===== config.mk =====
export PLATFORM = sky130hd
export DESIGN_NAME = avr_instruction_encoder
export DESIGN_NICKNAME = d
export VERILOG_FILES = /design/src/rtl/avr_instruction_encoder_pkg.sv /design/src/rtl/avr_instruction_encoder_word_builder.sv /design/src/rtl/avr_instruction_encoder.sv
export SDC_FILE = /design/constraint.sdc
export NUM_CORES = 1
export LEC_CHECK = 0
export BUFFER_PORTS_ARGS = -buffer_cell sky130_fd_sc_hd__buf_2
export CORE_ASPECT_RATIO = 1.1
export CORE_MARGIN = 2
export CORE_UTILIZATION = 41
export DETAILED_ROUTE_END_ITERATION = 8
export GPL_ROUTABILITY_DRIVEN = 0
export PLACE_DENSITY = 0.72
export SYNTH_ARGS = -nofsm -noshare
export SYNTH_HDL_FRONTEND = slang
export SYNTH_SLANG_ARGS = --single-unit

===== constraint.sdc =====
create_clock -name clk -period 3.25 [get_ports clk]
set_input_delay 0.8125 -clock clk [delete_from_list [all_inputs] [get_ports clk]]
set_output_delay 0.8125 -clock clk [all_outputs]
set_load 0.05 [all_outputs]

===== src/rtl/avr_instruction_encoder_pkg.sv =====
// Shared definitions for the AVR encoder: opcode IDs (common with the
// instruction selector), fixed single-word encodings and FSM state encoding.
package avr_instruction_encoder_pkg;

  localparam logic [7:0] ERROR = 8'd0;
  localparam logic [7:0] LDI   = 8'd1;
  localparam logic [7:0] JMP   = 8'd2;
  localparam logic [7:0] CALL  = 8'd3;
  localparam logic [7:0] OUT   = 8'd4;
  localparam logic [7:0] RET   = 8'd5;
  localparam logic [7:0] CLI   = 8'd6;
  localparam logic [7:0] RJMP  = 8'd7;
  localparam logic [7:0] EOR   = 8'd8;

  localparam logic [15:0] RET_WORD = 16'h9508;
  localparam logic [15:0] CLI_WORD = 16'h94F8;

  typedef enum logic [1:0] {
    ST_IDLE  = 2'd0,
    ST_EMIT1 = 2'd1,
    ST_EMIT2 = 2'd2
  } enc_state_t;

endpackage


===== src/rtl/avr_instruction_encoder_word_builder.sv =====
// Combinational AVR word builder: opcode ID plus operands -> one or two
// machine words, with a flag for requests that have no legal encoding.
module avr_word_builder
  import avr_instruction_encoder_pkg::*;
#(
  parameter int OPC_W = 8
) (
  input  logic [OPC_W-1:0] i_opcode,
  input  logic [4:0]       i_rd,
  input  logic [4:0]       i_rr,
  input  logic [21:0]      i_imm,
  output logic [15:0]      o_word1,
  output logic [15:0]      o_word2,
  output logic             o_two_word,
  output logic             o_illegal
);

  // Encode per opcode; anything not listed (including ERROR) is illegal.
  always_comb begin
    o_word1    = '0;
    o_word2    = '0;
    o_two_word = 1'b0;
    o_illegal  = 1'b0;
    case (i_opcode)
      OPC_W'(LDI): begin
        // d is 16..31, so (d-16)[3:0] is simply d[3:0]; d[4]=0 is illegal.
        o_word1   = {4'b1110, i_imm[7:4], i_rd[3:0], i_imm[3:0]};
        o_illegal = ~i_rd[4];
      end
      OPC_W'(JMP): begin
        o_word1    = {7'b1001010, i_imm[21:17], 3'b110, i_imm[16]};
        o_word2    = i_imm[15:0];
        o_two_word = 1'b1;
      end
      OPC_W'(CALL): begin
        o_word1    = {7'b1001010, i_imm[21:17], 3'b111, i_imm[16]};
        o_word2    = i_imm[15:0];
        o_two_word = 1'b1;
      end
      OPC_W'(OUT):  o_word1 = {5'b10111, i_imm[5:4], i_rr, i_imm[3:0]};
      OPC_W'(RET):  o_word1 = RET_WORD;
      OPC_W'(CLI):  o_word1 = CLI_WORD;
      OPC_W'(RJMP): o_word1 = {4'b1100, i_imm[11:0]};
      OPC_W'(EOR):  o_word1 = {6'b001001, i_rr[4], i_rd, i_rr[3:0]};
      default:      o_illegal = 1'b1;
    endcase
  end

endmodule


===== src/rtl/avr_instruction_encoder.sv =====
// AVR instruction encoder: accepts one request at a time in IDLE, then
// streams its one or two words with an auto-incrementing word address.
module avr_instruction_encoder
  import avr_instruction_encoder_pkg::*;
#(
  parameter int ADDR_W = 16,
  parameter int OPC_W  = 8
) (
  input  logic              clk,
  input  logic              reset_n,
  input  logic              load_en,
  input  logic [ADDR_W-1:0] load_addr,
  input  logic              in_valid,
  output logic              in_ready,
  input  logic [OPC_W-1:0]  in_opcode,
  input  logic [4:0]        in_rd,
  input  logic [4:0]        in_rr,
  input  logic [21:0]       in_imm,
  output logic              out_valid,
  input  logic              out_ready,
  output logic [15:0]       out_word,
  output logic [ADDR_W-1:0] out_addr,
  output logic              out_last,
  output logic              err,
  output logic              err_sticky
);

  enc_state_t        r_state;
  enc_state_t        w_next_state;
  logic [ADDR_W-1:0] r_addr;
  logic [15:0]       r_word1;
  logic [15:0]       r_word2;
  logic              r_two_word;
  logic              r_err;
  logic              r_err_sticky;

  logic [15:0]       w_word1;
  logic [15:0]       w_word2;
  logic              w_two_word;
  logic              w_illegal;
  logic              w_take;
  logic              w_fire;

  avr_word_builder #(
    .OPC_W (OPC_W)
  ) u_word_builder (
    .i_opcode   (in_opcode),
    .i_rd       (in_rd),
    .i_rr       (in_rr),
    .i_imm      (in_imm),
    .o_word1    (w_word1),
    .o_word2    (w_word2),
    .o_two_word (w_two_word),
    .o_illegal  (w_illegal)
  );

  assign w_take = (r_state == ST_IDLE) && in_valid;
  assign w_fire = out_valid && out_ready;

  // State register.
  always_ff @(posedge clk or negedge reset_n) begin
    if (!reset_n) r_state <= ST_IDLE;
    else          r_state <= w_next_state;
  end

  // Next-state logic: illegal requests never leave IDLE.
  always_comb begin
    w_next_state = r_state;
    case (r_state)
      ST_IDLE:  if (in_valid && !w_illegal) w_next_state = ST_EMIT1;
      ST_EMIT1: if (out_ready) w_next_state = r_two_word ? ST_EMIT2 : ST_IDLE;
      ST_EMIT2: if (out_ready) w_next_state = ST_IDLE;
      default:  w_next_state = ST_IDLE;
    endcase
  end

  // Capture words, track the word address and the error flags.
  always_ff @(posedge clk or negedge reset_n) begin
    if (!reset_n) begin
      r_addr       <= '0;
      r_word1      <= '0;
      r_word2      <= '0;
      r_two_word   <= 1'b0;
      r_err        <= 1'b0;
      r_err_sticky <= 1'b0;
    end else begin
      if (w_take && !w_illegal) begin
        r_word1    <= w_word1;
        r_word2    <= w_word2;
        r_two_word <= w_two_word;
      end
      // A load in IDLE lands before word1 goes out, so word1 uses load_addr.
      if ((r_state == ST_IDLE) && load_en) r_addr <= load_addr;
      else if (w_fire)                     r_addr <= r_addr + ADDR_W'(1);
      r_err <= w_take && w_illegal;
      if (w_take && w_illegal) r_err_sticky <= 1'b1;
    end
  end

  // Output decode from state; word registers are frozen while emitting.
  always_comb begin
    in_ready  = 1'b0;
    out_valid = 1'b0;
    out_word  = '0;
    out_last  = 1'b0;
    case (r_state)
      ST_IDLE:  in_ready = 1'b1;
      ST_EMIT1: begin
        out_valid = 1'b1;
        out_word  = r_word1;
        out_last  = ~r_two_word;
      end
      ST_EMIT2: begin
        out_valid = 1'b1;
        out_word  = r_word2;
        out_last  = 1'b1;
      end
      default: ;
    endcase
  end

  assign out_addr   = r_addr;
  assign err        = r_err;
  assign err_sticky = r_err_sticky;

endmodule


* After elaboration in Yosys (flattened, before gate mapping) *
Index checks and enable logic that the tools add are counted.

storage, ports and cells
  bits in registers = 53
  input bits = 61
  output and inout bits = 37
  logic and storage cells = 51

operators by class
  add/sub/neg operators = 1
  equality and inequality tests = 13
  muxes and demuxes = 15
  bitwise logic cells = 2
  reduce and logical (&&, ||, !) cells = 13

operator list
  operator                 number
  $pmux W16 S8             1
  $mux W16                 3
  $eq A8 B3 Y1 const B     4
  $pmux W16 S2             1
  $add A16 B1 Y16 const B  1
  $eq A8 B2 Y1 const B     2
  $eq A8 B1 Y1 const B     1
  $eq A8 B4 Y1 const B     1
  $mux W2                  4
  $reduce_or A7 Y1         1
  $logic_and A1 B1 Y1      6
  $pmux W2 S3              1
  $ne A2 B2 Y1 const B     2
  $pmux W1 S2              2
  $reduce_or A2 Y1         2
  $mux W1                  3
  $reduce_and A3 Y1        1
  $eq A2 B1 Y1 const B     1
  $eq A2 B2 Y1 const B     1
  $logic_not A2 Y1         1
  $ne A2 B1 Y1 const B     1
  $not A1 Y1               2
  $reduce_bool A2 Y1       1
  $logic_not A1 Y1         1

* Logic depth before layout (Yosys ltp) *
  depth in word-level cells = 7
  gate-level depth with buffers = 8
  gate-level depth less buffers = 6

* By module *
From an unflattened synthesis, not the netlist that was laid out.

second synthesis, totals
  cells, all modules = 348
  area total of the unflattened synthesis = 3360.7 um^2

modules (own cells, without submodules)
  module                   instances  cells an instance  area an instance (um^2)
  avr_instruction_encoder  1          236                2671.3
  avr_word_builder         1          112                689.4

* Worst setup path after synthesis *
OpenSTA, ideal clock, no wires.

  path kind = register -> output
  start point = register r_state[1]
  end point = output port out_word[0]
  arrival = 2257 ps
  required time = 2438 ps
  slack = 180 ps
  cell stages (with the launch flop) = 6
  buffers on the path = 2
  cells stage by stage = dfrtp_1 inv_1 ha_1 clkbuf_1 clkbuf_1 nor2b_1

on the way
  word-level cells in the longest chain between the ends = 2
  elaborated cells on any way between the ends = 3

RTL lines
  item                                                 line                            source
  start, declared                                      avr_instruction_encoder.sv:28   enc_state_t r_state;
  start signal, assigned                               avr_instruction_encoder.sv:63   else r_state <= w_next_state;
  $eq A2 B2 Y1 / $eq A2 B1 Y1 (equally long branches)  avr_instruction_encoder.sv:106  case (r_state)
  $pmux W16 S2 (*)                                     avr_instruction_encoder.sv:106
  end, declared                                        avr_instruction_encoder.sv:21   output logic [15:0] out_word,

Mark *: on every way between the ends. The rest lies on a longest branch, timed or not.

* Worst setup path in the final report *
  start point = register r_state[1]
  end point = output port out_last

on the way
  word-level cells in the longest chain between the ends = 2
  elaborated cells on any way between the ends = 3

RTL lines
  item                                                 line                            source
  $eq A2 B2 Y1 / $eq A2 B1 Y1 (equally long branches)  avr_instruction_encoder.sv:106
  $pmux W1 S2 (*)                                      avr_instruction_encoder.sv:106
  end, declared                                        avr_instruction_encoder.sv:23   output logic out_last,

Marks and branches as above.

==> qor.csv <==
stage,metric,value,unit
layout,Post-layout nets,528,
power,Comb power frac,53.5,%
clock_network,clk sink count,53,
synthesis,cell taking the most area after synthesis,dfrtp_1,
sta,Final Worst Setup Slack,0.2690,ns
synthesis,area of the mapped netlist,0.003402,mm^2
worst_setup_path,CP cell instances,inv_1 -> ha_1 -> nor2b_1 -> o21a_1 -> buf_2,
routing,DR vias/cell,5.444,
synthesis,Most used DFF post-synth,dfrtp_1,
sta,fmax,335.5,MHz
die,die width,90.85,um
sta,worst-margin pin slew,0.9433,ns
worst_setup_path,Startpoint Class,flip-flop,
synthesis,Post-synth EDFFs,0,
synthesis,Cells after Synth,377,
grt,total gr overflow,0,
layout,n_diodes,0,
power,switch share,51.37,%
synthesis,Seq cells post-synth,53,
clock_network,setup bufs post-CTS,0,
synthesis,sequential area share after synthesis,38.98,%
power,leakage,1.796,nW
worst_setup_path,crit-path max FO,20,
routing,Pre-antenna DRT Iters,5,
worst_setup_path,Worst Path Arrival,2.17,ns
routing,met2 wire length,4403,um
sta,Final Skew,0.009713,ns
run_status,status,completed,
worst_setup_path,CP Class,reg -> out,
synthesis,Post-Syn Nets,442,
die,Die Y-Extent,99.54,um
routing,"wirelength, routed",8961,um
die,die area,0.009043,mm^2
power,Clock Power Share,12.2,%
routing,Max Used Layer,met4,
sta,Final min period,2.981,ns
worst_setup_path,Crit. End Element,output port,
routing,DRC viols,0,
clock_network,CTS root buffer,clkbuf_8,
power,switching power total,1.668,mW
clock_network,Worst-Skew Late Latency,0.31,ns
synthesis,Synth async-reset ratio,100.0,%
synthesis,Syn. warnings,0,
die,Cell Rows,34,
grt,GRT Util Overall,19.54,%
synthesis,Synth top area share,38.98,%
power,Internal Power,1.579,mW
sta,fin crit share,91.72,%
place,dpl hpwl,6428,um
clock_network,CTS tree,yes,
layout,layout cells sized above 1,27.16,%
clock_network,depth of the CTS H-tree,2,
sta,setup total negative slack,0,ns
synthesis,Avg Inst Size Synth,9.024,um^2
synthesis,Netlist cell types,58,
die,Top Ports,98,
layout,Syn-to-layout area delta,19.38,%
clock_network,hold_buf cts,0,
power,pwr dens,799.5,mW/mm^2
routing,Vias,3114,
place,pre-CTS worst setup slack,0.4648,ns
hold_path,Hold WC Path Type,in -> async,
layout,Filler cells,800,
grt,initial antenna violation count,0,
die,core area,0.007998,mm^2
sta,unrepaired setup endpoints after global routing,false,
routing,ANT nets after route,0,
clock_network,number of cells upsized or downsized after cts,0,
worst_setup_path,CP required,2.44,ns
routing,DR WL/cell,15.67,um
clock_network,Inserted Clock Buffers,5,
worst_setup_path,"Slowest-stage cell, CP",ha_1,
routing,Detail Route met3 WL,757,um
grt,first-pass GRT wire length,14470,um
die,starting density of the core,42.54,%
worst_setup_path,biggest cell delay along the critical path,0.76,ns
place,Port Buffers,97,
power,Flop pwr share,34.3,%
clock_network,Clock Path Buffers,2,
sta,final setup vio count,0,
routing,met1 WL,3710,um
synthesis,synth top area cells,"dfrtp_1 (39%), mux2i_1 (5.6%), nor2b_1 (3.9%)",
sta,final count of hold timing violations,0,
grt,largest net degree at the start of global routing,42,
sta,Max-slew headroom,36.96,%
job,MaxCap Viol Count,0,
power,maximum vdd drop,651.1,uV
clock_network,clock slew at reported path FFs,0.10,ns
grt,vias in the first global route,3029,
sta,Max Slew Vio Count,0,
routing,DR iter-0 viols,148,
==> through the flow <==
step	total power, mW	utilization [%]	hold WS (ns)	instances	area (um^2)
finish	3.247	50.78	0.3767	572	4061
global route	3.458	50.78	0.3824	572	4061
CTS	3.259	50.78	0.3783	572	4061
detailed placement	2.859	49.58	0.4429	564	3965
global placement	2.828	49.58	0.4391	564	3965
floorplan	2.423	-	0.4590	377	3402
==> layer usage <==
metal,GRT usage [%],up-vias
li1,-,1514
met1,25.66,1470
met2,34.04,122
met3,3.258,8
met4,4.429,0
met5,0,-
==> cell usage after synthesis, types with 2 or more instances <==
master,instances
xor2_1,6
a22oi_1,16
o22ai_1,2
o21bai_1,2
clkbuf_1,11
o21ai_0,8
nand3_1,7
a21oi_1,26
inv_1,28
a32oi_1,7
or3_1,2
a2bb2oi_1,2
ha_1,4
buf_1,6
nor3_1,7
nor2b_1,21
nor2_1,23
a31oi_1,12
or4_4,2
nand3_2,2
o211ai_1,2
mux2i_1,19
nor4_1,5
nand3b_1,3
buf_2,5
and3_1,3
and2_1,2
xnor2_1,10
nand2_1,31
buf_4,3
nor4bb_1,3
nand2b_1,4
mux2_1,8
dfrtp_1,53
a21o_1,2
nand4_1,6
buf_6,3
==> path summary, 6_finish.rpt <==
check                           start            to  cells after the start  slack (ns)
max in group asynchronous     reset_n   r_word1[10]                      2        2.06
min reg2reg                err_sticky    err_sticky                      1        0.46
min in group clk           err_sticky    err_sticky                      1        0.46
max                        r_state[1]      out_last                      5        0.27
min                           reset_n   r_word2[12]                      1        0.38
max reg2reg                r_state[1]  out_addr[15]                      6        0.85
==> critical path: cells and delay by family (launching register included) <==
family	cells	cell delay (ns)
buf+inv	2	0.37
flops	1	0.41
compound gates	1	0.12
simple gates	1	0.21
fa+ha+maj	1	0.76
==> area by class of cell <==
class | instances | area [um^2] | share of cell area (%)
Clock buffer | 6 | 82.58 | 2.033
Clock inverter | 2 | 13.76 | 0.3389
Inverter | 28 | 105.1 | 2.588
Multi-Input combinational cell | 268 | 1826 | 44.95
Sequential cell | 53 | 1326 | 32.66
Tap cell | 108 | 135.1 | 3.327
Timing Repair Buffer | 107 | 573.1 | 14.11
==> flip-flops by register name (all words and copies together), names as in the netlist <==
signal / count
out_addr: 16
r_word1: 16
r_word2: 16
r_state: 2
err: 1
err_sticky: 1
r_two_word: 1
==> power groups by stage <==
stage / clock (mW) / sequential, mW / combinational, mW
6_report: 0.396 / 1.11 / 1.74
4_1_cts: 0.405 / 1.11 / 1.75
5_1_grt: 0.433 / 1.15 / 1.88
3_5_place_dp: 0 / 1.12 / 1.74
3_3_place_gp: 0 / 1.11 / 1.72
2_1_floorplan: 0 / 1.44 / 0.986
==> layout by cell type, fill, tap and decap left out, drive strengths merged, types with 8 or more instances in the layout <==
cell / count
buf: 107
dfrtp: 53
nand2: 31
inv: 28
a21oi: 26
nor2: 24
nor2b: 21
mux2i: 19
a22oi: 16
a31oi: 12
xnor2: 10
o21ai: 9
nand3: 9
mux2: 8
nand4: 8
==> cells by family (layout without fill, tap and decap cells) <==
| group | count (synthesis) | in the layout | synth area share, % |
|---|---|---|---|
| AND/OR/NAND/NOR | 129 | 129 | 21.85 |
| AO/OA/AOI/OAI | 92 | 92 | 17.98 |
| buffers and inverters | 56 | 143 | 7.355 |
| flip-flops | 53 | 53 | 38.98 |
| multiplexers | 27 | 27 | 8.238 |
| XOR/XNOR | 16 | 16 | 4.119 |
| adder cells (fa/ha/maj) | 4 | 4 | 1.471 |
(Power assumes the default switching activity.)
